File: src/rtl/processor_pkg.sv
// Shared constants for the 5-stage pipeline: datapath widths, bubble encoding
// and the jump opcodes recognised by fetch predecode.
package processor_pkg;

  localparam int unsigned PC_WIDTH   = 12;
  localparam int unsigned INSN_WIDTH = 32;
  localparam logic [INSN_WIDTH-1:0] NOP_INSN = 32'h0000_0000;

  localparam int unsigned OPCODE_HI = 31;
  localparam int unsigned OPCODE_LO = 27;
  localparam int unsigned OPCODE_W  = OPCODE_HI - OPCODE_LO + 1;

  localparam logic [OPCODE_W-1:0] OP_J   = 5'b00001;
  localparam logic [OPCODE_W-1:0] OP_JAL = 5'b00011;

endpackage

File: src/rtl/fd_pipe_reg.sv
// Generic pipeline latch with hold and flush; flush wins over hold so a squash
// always lands even while the hazard unit is stalling.
module fd_pipe_reg #(
  parameter int unsigned       WIDTH       = 1,
  parameter logic [WIDTH-1:0]  RESET_VALUE = '0
) (
  input  logic             clock,
  input  logic             reset,
  input  logic             hold,
  input  logic             flush,
  input  logic [WIDTH-1:0] d,
  input  logic [WIDTH-1:0] flush_d,
  output logic [WIDTH-1:0] q
);

  always_ff @(posedge clock or posedge reset) begin
    if (reset) begin
      q <= RESET_VALUE;
    end else if (flush) begin
      q <= flush_d;
    end else if (!hold) begin
      q <= d;
    end
  end

endmodule

File: src/rtl/fetch_stage.sv
// Instruction-fetch stage: owns the PC, drives the synchronous imem address and
// fills the F/D register. Optional predecode of j/jal under FETCH_EARLY_JUMP_EN.
module fetch_stage
  import processor_pkg::*;
#(
  parameter int unsigned                  PC_WIDTH   = processor_pkg::PC_WIDTH,
  parameter int unsigned                  INSN_WIDTH = processor_pkg::INSN_WIDTH,
  parameter logic [PC_WIDTH-1:0]          RESET_PC   = '0,
  parameter logic [INSN_WIDTH-1:0]        NOP_INSN   = processor_pkg::NOP_INSN
) (
  input  logic                  clock,
  input  logic                  reset,
  input  logic                  stall,
  input  logic                  redirect,
  input  logic [PC_WIDTH-1:0]   redirect_target,
  output logic [PC_WIDTH-1:0]   address_imem,
  input  logic [INSN_WIDTH-1:0] q_imem,
  output logic [INSN_WIDTH-1:0] fd_insn,
  output logic [PC_WIDTH-1:0]   fd_pc,
  output logic [PC_WIDTH-1:0]   fd_pc_plus1,
  output logic                  fd_valid,
  output logic                  fd_early_taken
);

  localparam int unsigned FD_W = INSN_WIDTH + 2 * PC_WIDTH + 2;
  localparam logic [FD_W-1:0] FD_RESET = {NOP_INSN, {PC_WIDTH{1'b0}}, {PC_WIDTH{1'b0}}, 2'b00};

  logic [PC_WIDTH-1:0] pc_q;
  logic                valid_q;
  logic [PC_WIDTH-1:0] pc_plus1;
  logic [PC_WIDTH-1:0] next_pc;
  logic [PC_WIDTH-1:0] jump_target;
  logic                early_jump;
  logic [FD_W-1:0]     fd_d;
  logic [FD_W-1:0]     fd_flush_d;
  logic [FD_W-1:0]     fd_q;

  assign pc_plus1 = pc_q + PC_WIDTH'(1);

`ifdef FETCH_EARLY_JUMP_EN
  logic [OPCODE_W-1:0] opcode;
  assign opcode      = q_imem[OPCODE_HI:OPCODE_LO];
  assign early_jump  = valid_q && !stall && !redirect && (opcode == OP_J || opcode == OP_JAL);
  assign jump_target = q_imem[PC_WIDTH-1:0];
`else
  assign early_jump  = 1'b0;
  assign jump_target = pc_plus1;
`endif

  // Until the word at pc_q has actually been fetched (valid_q=0, right after
  // reset) the PC must not advance, otherwise RESET_PC would be skipped.
  always_comb begin
    next_pc = pc_q;
    if (reset) begin
      next_pc = RESET_PC;
    end else if (redirect) begin
      next_pc = redirect_target;
    end else if (stall) begin
      next_pc = pc_q;
    end else if (early_jump) begin
      next_pc = jump_target;
    end else if (valid_q) begin
      next_pc = pc_plus1;
    end
  end

  assign address_imem = next_pc;

  always_ff @(posedge clock or posedge reset) begin
    if (reset) begin
      pc_q    <= RESET_PC;
      valid_q <= 1'b0;
    end else begin
      pc_q <= next_pc;
      if (redirect || !stall) begin
        valid_q <= 1'b1;
      end
    end
  end

  assign fd_d       = {(valid_q ? q_imem : NOP_INSN), pc_q, pc_plus1, valid_q, early_jump};
  assign fd_flush_d = {NOP_INSN, fd_pc, fd_pc_plus1, 2'b00};

  fd_pipe_reg #(
    .WIDTH       (FD_W),
    .RESET_VALUE (FD_RESET)
  ) u_fd_reg (
    .clock   (clock),
    .reset   (reset),
    .hold    (stall),
    .flush   (redirect),
    .d       (fd_d),
    .flush_d (fd_flush_d),
    .q       (fd_q)
  );

  assign {fd_insn, fd_pc, fd_pc_plus1, fd_valid, fd_early_taken} = fd_q;

endmodule

File: config.mk
export PLATFORM = sky130hd
export DESIGN_NAME = fetch_stage
export DESIGN_NICKNAME = d
export VERILOG_FILES = /design/src/rtl/processor_pkg.sv /design/src/rtl/fd_pipe_reg.sv /design/src/rtl/fetch_stage.sv
export SDC_FILE = /design/constraint.sdc
export NUM_CORES = 1
export LEC_CHECK = 0
export BUFFER_PORTS_ARGS = -buffer_cell sky130_fd_sc_hd__buf_2
export CORE_MARGIN = 3
export CORE_UTILIZATION = 52
export DETAILED_ROUTE_END_ITERATION = 10
export PLACE_DENSITY = 0.8
export SETUP_SLACK_MARGIN = 0.05
export SKIP_LAST_GASP = 1
export SLEW_MARGIN = 10
export SYNTH_ARGS = -nofsm -noshare
export SYNTH_HDL_FRONTEND = slang
export SYNTH_HIERARCHICAL = 1
export SYNTH_SLANG_ARGS = --single-unit
File: constraint.sdc
create_clock -name clock -period 1.75 [get_ports clock]
set_input_delay 0.0875 -clock clock [delete_from_list [all_inputs] [get_ports clock]]
set_output_delay 0.0875 -clock clock [all_outputs]
set_load 0.005 [all_outputs]
==> results of run 1 <==
synthesized netlist by cell type, types with 3 or more instances:
cell | count | share of area (%)
o21ai_1 | 20 | 2.6
o21ai_0 | 42 | 5.4
nand2_1 | 66 | 6.4
a21oi_1 | 5 | 0.65
mux2i_1 | 58 | 15
nor2_1 | 12 | 1.2
xor2_1 | 6 | 1.4
buf_12 | 3 | 1.6
nand3_1 | 3 | 0.39
buf_2 | 10 | 1.3
inv_1 | 6 | 0.58
and2_1 | 32 | 5.2
dfrtp_1 | 71 | 46
buf_4 | 3 | 0.58
a211oi_1 | 4 | 0.78
xnor2_1 | 13 | 2.9
clkbuf_1 | 13 | 1.3
final cells by class:
| cell class | instances | area, um^2 |
|---|---|---|
| timing repair buffer | 156 | 925 |
| fill | 511 | 1790 |
| clock inverter | 2 | 60.1 |
| multi-input combinational | 320 | 2130 |
| sequential | 71 | 1780 |
| clock buffer | 14 | 183 |
| tap | 96 | 120 |
| inverter | 6 | 22.5 |
flip-flops by register name (all words and copies together), names as in the netlist:
name,flops
valid_q,1
pc_q,12
u_fd_reg/q,58
power by group through the flow:
stage	Combinational (uW)	Sequential (uW)	Clock [uW]
2_1_floorplan	414	1950	0
3_3_place_gp	696	1950	0
3_5_place_dp	716	1960	0
4_1_cts	762	1930	1590
5_1_grt	872	1960	1650
6_report	778	1930	1570
layout by cell type, fill, tap and decap left out, types with 2 or more instances in the layout:
master,netlist,final
and2_1,32,32
dfrtp_2,0,6
nor3_2,2,3
a21oi_2,0,3
xnor2_1,13,12
nand3_1,3,2
buf_2,10,115
o21ai_1,20,20
nand3b_1,2,2
inv_1,6,5
nor2_1,12,9
conb_1,1,35
mux2i_1,58,58
nor2_2,0,2
nand2_1,66,66
clkbuf_8,0,13
buf_6,2,7
a21oi_1,5,2
o21ai_0,42,42
a211oi_2,1,5
bufinv_16,0,2
buf_4,3,32
xor2_1,6,5
nand4_4,2,2
a311oi_2,0,2
nand4b_1,2,2
nor4_4,1,3
dfrtp_1,71,65
per-stage QoR:
stage / power, uW / cell area (um^2) / util, %
finish: 4280 / 5230 / 74.5
detailed placement: 2670 / 4660 / 66.3
global route: 4480 / 5230 / 74.5
CTS: 4280 / 5150 / 73.4
global placement: 2640 / 4660 / 66.3
floorplan: 2370 / 4000 / -
layer usage:
metal	global-route usage [%]	part of all wire [%]
met5	0	0
met4	7.43	1.2
met3	5.44	6.0
met2	36.9	49
met1	30.1	44
cell families (layout without fill, tap and decap cells):
group                    after synthesis  in the layout  share of synthesized area (%)
AND/OR/NAND/NOR                      132            132                           18.1
XOR/XNOR                              19             19                           4.30
flip-flops                            71             71                           45.9
buffers and inverters                 37            178                           5.85
other                                  1             35                         0.0968
AO/OA/AOI/OAI                         74             74                           10.2
multiplexers                          59             59                           15.3
adder cells (fa/ha/maj)                1              1                          0.323
timing repair:
| item | in CTS | in global routing |
|---|---|---|
| gates resized for setup | 31 | 10 |
| setup buffers | 15 | 8 |
| hold buffers | 1 | 0 |
| setup endpoints to repair | 12 | 17 |
| endpoints found under the hold margin | 10 | 0 |
| pin swaps | 23 | 11 |
final timing paths:
check	startpoint	depth (start not counted)	end	slack, ns
setup / recovery	valid_q$_DFFE_PP0P_	6	address_imem[11]	-0.17
hold reg to reg	u_fd_reg/q[11]$_DFFE_PP0P_	2	u_fd_reg/q[11]$_DFFE_PP0P_	0.51
setup reg to reg	pc_q[1]$_DFF_PP0_	8	u_fd_reg/q[12]$_DFFE_PP0P_	-0.09
min in group asynchronous	reset	3	u_fd_reg/q[13]$_DFFE_PP0P_	0.37
max in group asynchronous	reset	4	u_fd_reg/q[27]$_DFFE_PP0P_	0.86
hold / removal	redirect_target[1]	3	pc_q[1]$_DFF_PP0_	0.03
worst max-delay path, stage by stage (launching register included):
cell      delay (ns)
dfrtp_2         0.43
buf_6           0.12
nand4b_1        0.14
nor4_4          0.34
xnor2_1         0.14
a21oi_1         0.18
buf_2           0.14
==> flow_summary.ini, run 1 <==
[drt]
ant_nets = 0
drc = 0
finalWirelength_um = 9400
drt_iter0_drc = 126
num_vias = 3266
viasPerCell = 4.91
post_drt_wl_per_cell_um = 14.1
drt_pass1_iterations = 4

[clock_network]
cts_buffer_depth = 2
path_clk_slew_ns = 0.08
clock_sinks = 71
clock_latency_ns = 0.34
htreeDepth = 3
numCtsBuffers = 9
cts_root_buf = clkbuf_8
tritoncts = yes

[timing]
hold_violations = 0
finalSetupViolCount = 11
whs_ns = 0.0291
slew_viol_final = 0
post-route-min-period_ns = 1.92
min_period_over_period_pct = 109
fmax_ghz = 0.522
fin_ws_ns = -0.166
clock_skew_ns = 0.00602
rsz0062_at_grt = yes
setup_tns_ns = -1.18

[power]
pwr-share-clk_pct = 36.7
p_comb_share_pct = 18.2
p_sw_share_pct = 26.4
p_leak_uw = 0.00265
cellPowerDensity_nw_per_um2 = 819
p_int_uw = 3150
seq_power_share_pct = 45.1
peakVddDrop_uv = 514
power.switching_uw = 1130

[place]
place_ws_ns = 0.0438
dp_hpwl_um = 6310
io_buffers = 117
place_congestion = 0.872
post-place-cells = 628

[status]
violations = setup timing
status = complete, but fails checks

[global_routing]
grt_usage_pct = 22.7
grt_antenna_before_repair = 0
grt_max_degree = 53
overflow = 0
grt_pass1_wl_um = 15500
grt_pass1_vias = 3252

[hold_path]
min_path_type = input port to flip-flop

[cells_and_area]
area_growth_pct = 34.9
final-instance-count-excl-fill = 665
drive_above_1_share_pct = 36.4
diodes = 0
layout.nets = 613

[yosys]
synth_edf_count = 0
ys_seq_area_share_pct = 45.9
synth_cells = 394
postSynth.asyncResetShare_pct = 100
ys_ff_latch = 71
synth.avg_cell_area_um2 = 9.83
synthFlopType = dfrtp_1
mappedNetlistArea_um2 = 3870
ys_warn_count = 6
synth.distinct_cells = 35

[floorplan]
initial_utilization_pct = 55.2
rows = 30
ios = 118
coreArea_um2 = 7020
fp.dieH_um = 92.3
die_x_um = 92.3
fp.dieArea_um2 = 8520

[run]
drv_cap = 0

[setup_path]
endpoint_kind = output port
critPathRequiredTime_ns = 1.66
crit_type = flip-flop to output port
crit_fanout = 4
worstSetupStartpointType = flip-flop
critical_path_arrival_ns = 1.83
(Power assumes the default switching activity.)
==> run 2: changes to the inputs <==
--- a/config.mk
+++ b/config.mk
@@ -7,9 +7,9 @@
 export LEC_CHECK = 0
 export BUFFER_PORTS_ARGS = -buffer_cell sky130_fd_sc_hd__buf_2
 export CORE_MARGIN = 3
-export CORE_UTILIZATION = 52
+export CORE_UTILIZATION = 35
 export DETAILED_ROUTE_END_ITERATION = 10
-export PLACE_DENSITY = 0.8
+export PLACE_DENSITY = 0.57
 export SETUP_SLACK_MARGIN = 0.05
 export SKIP_LAST_GASP = 1
 export SLEW_MARGIN = 10
==> run 2 against run 1 <==
Effect of this change: the flow still finishes with violations (setup timing); setup slack worse by 0.050 ns; fmax fell by 2.5%; cell count increased by 6.9%; flip-flop and latch count stayed put; wire length increased by 10%; clock skew is 0.0016 ns higher; register-to-register slack got worse by 0.02 ns; sequential power about the same; critical endpoint is now address_imem[3]; highest routed layer unchanged.
==> flow_summary.ini, run 2 (synthesis gave the netlist of run 1 again) <==
[timing]
rsz0062_at_grt = yes
slew_viol_final = 0
slew_headroom_pct = 53.6
hold_violations = 0
fmax_ghz = 0.509
post-route-min-period_ns = 1.97
clock_skew_ns = 0.00767
setup_tns_ns = -1.83
finalSetupViolCount = 11
min_period_over_period_pct = 112
fin_ws_ns = -0.216
worstMarginPinSlew_ns = 0.697

[clock_network]
clock_latency_ns = 0.34
tritoncts = yes
htreeDepth = 3
clock_sinks = 71
path_clk_slew_ns = 0.08
cts_buffer_depth = 2
numCtsBuffers = 9
cts_root_buf = clkbuf_8

[drt]
ant_nets = 0
post_drt_wl_per_cell_um = 14.6
drt_pass1_iterations = 4
num_vias = 3336
drc = 0
viasPerCell = 4.69
finalWirelength_um = 10400
drt_iter0_drc = 162

[floorplan]
ios = 118
coreArea_um2 = 10600
fp.dieArea_um2 = 12400
initial_utilization_pct = 36.7
fp.dieH_um = 111
die_x_um = 111
rows = 37

[setup_path]
crit_slowest_cell = dfrtp_1
endpoint_kind = output port
r2r_setup_slack_ns = -0.11
critPathRequiredTime_ns = 1.66
critical_path_arrival_ns = 1.88
crit_type = flip-flop to output port
path_cells = buf_6, nand3_4, or3_4, a311oi_2, buf_2
worstSetupStartpointType = flip-flop
crit_fanout = 8
max_stage_delay_ns = 0.42

[power]
peakVddDrop_uv = 398
p_leak_uw = 0.00269
cellPowerDensity_nw_per_um2 = 776

[cells_and_area]
drive_above_1_share_pct = 37.6
fin_area_um2 = 5340
largest_reg_flops = 58
diodes = 0
area_growth_pct = 38.0
final_common_cell = buf_2
layout.nets = 619
fin_util_pct = 50.6
top_register = u_fd_reg/q
reg_top3 = u_fd_reg/q x58, pc_q x12, valid_q x1
final_cell_mix = 115 x buf_2, 65 x nand2_1, 64 x dfrtp_1
fill_cells = 1002

[global_routing]
grt_antenna_before_repair = 0
overflow = 0
grt_usage_pct = 17.1
grt_pass1_vias = 3437
grt_pass1_wl_um = 17400
grt_max_degree = 120

[status]
violations = setup timing
status = complete, but fails checks

[hold_path]
min_path_type = input port to flip-flop

[place]
dpl-instance-area_um2 = 4710
dp_hpwl_um = 6950
place_congestion = 0.793
io_buffers = 117

[run]
drv_cap = 0
==> run 2: layout make-up <==
type / count / area, um^2 / area share, %
Multi-Input combinational cell: 320 / 2160 / 40.5
Clock inverter: 4 / 70.1 / 1.31
Tap cell: 136 / 170 / 3.18
Inverter: 6 / 22.5 / 0.421
Timing Repair Buffer: 162 / 998 / 18.7
Clock buffer: 12 / 135 / 2.53
Sequential cell: 71 / 1790 / 33.4
==> run 2: critical path, delay by kind of cell (launching register included) <==
family	cells	cell delay [ns]
compound gates	1	0.31
simple gates	2	0.52
buf+inv	2	0.31
flops	1	0.42
==> run 2: final timing paths <==
kind,start,to,cells after the start
setup / recovery,pc_q[0]$_DFF_PP0_,address_imem[3],5
hold / removal,redirect_target[7],pc_q[7]$_DFF_PP0_,3
setup reg to reg,pc_q[0]$_DFF_PP0_,u_fd_reg/q[13]$_DFFE_PP0P_,7
hold reg to reg,u_fd_reg/q[19]$_DFFE_PP0P_,u_fd_reg/q[19]$_DFFE_PP0P_,2
max in group asynchronous,reset,u_fd_reg/q[48]$_DFFE_PP0P_,4
min in group asynchronous,reset,pc_q[9]$_DFF_PP0_,3
==> run 2: repair_timing <==
| action | in CTS | in global routing |
|---|---|---|
| buffers inserted | 18 | 10 |
| pin swaps | 18 | 11 |
| endpoints found under the setup margin | 13 | 18 |
| hold endpoints to repair | 24 | 0 |
| hold buffers | 1 | 0 |
| gates resized for setup | 34 | 15 |
==> run 2: metrics by stage <==
stage	setup WS (ns)	instances	hold WS (ns)	total power, uW
floorplan	0.103	428	-0.0241	2370
global placement	0.0588	667	0.156	2680
detailed placement	0.00294	667	0.153	2700
CTS	-0.178	701	0.0368	4180
global route	-0.315	711	0.0466	4400
finish	-0.216	711	0.0600	4150
==> run 2: routing by layer <==
metal	part of all wire, %	vias to the layer above	GRT usage [%]	wire length, um
met5	0	-	0	0
met1	47	1566	23.9	4850
met3	5.7	10	4.20	596
li1	-	1650	-	-
met2	47	110	26.5	4850
met4	0.86	0	4.87	89
==> run 2: where the power goes <==
part	total, uW	internal, uW	switching (uW)	leakage [uW]
registers	1940	1800	137	0.000882
clock network	1400	801	598	0.000104
logic	810	405	405	0.00170
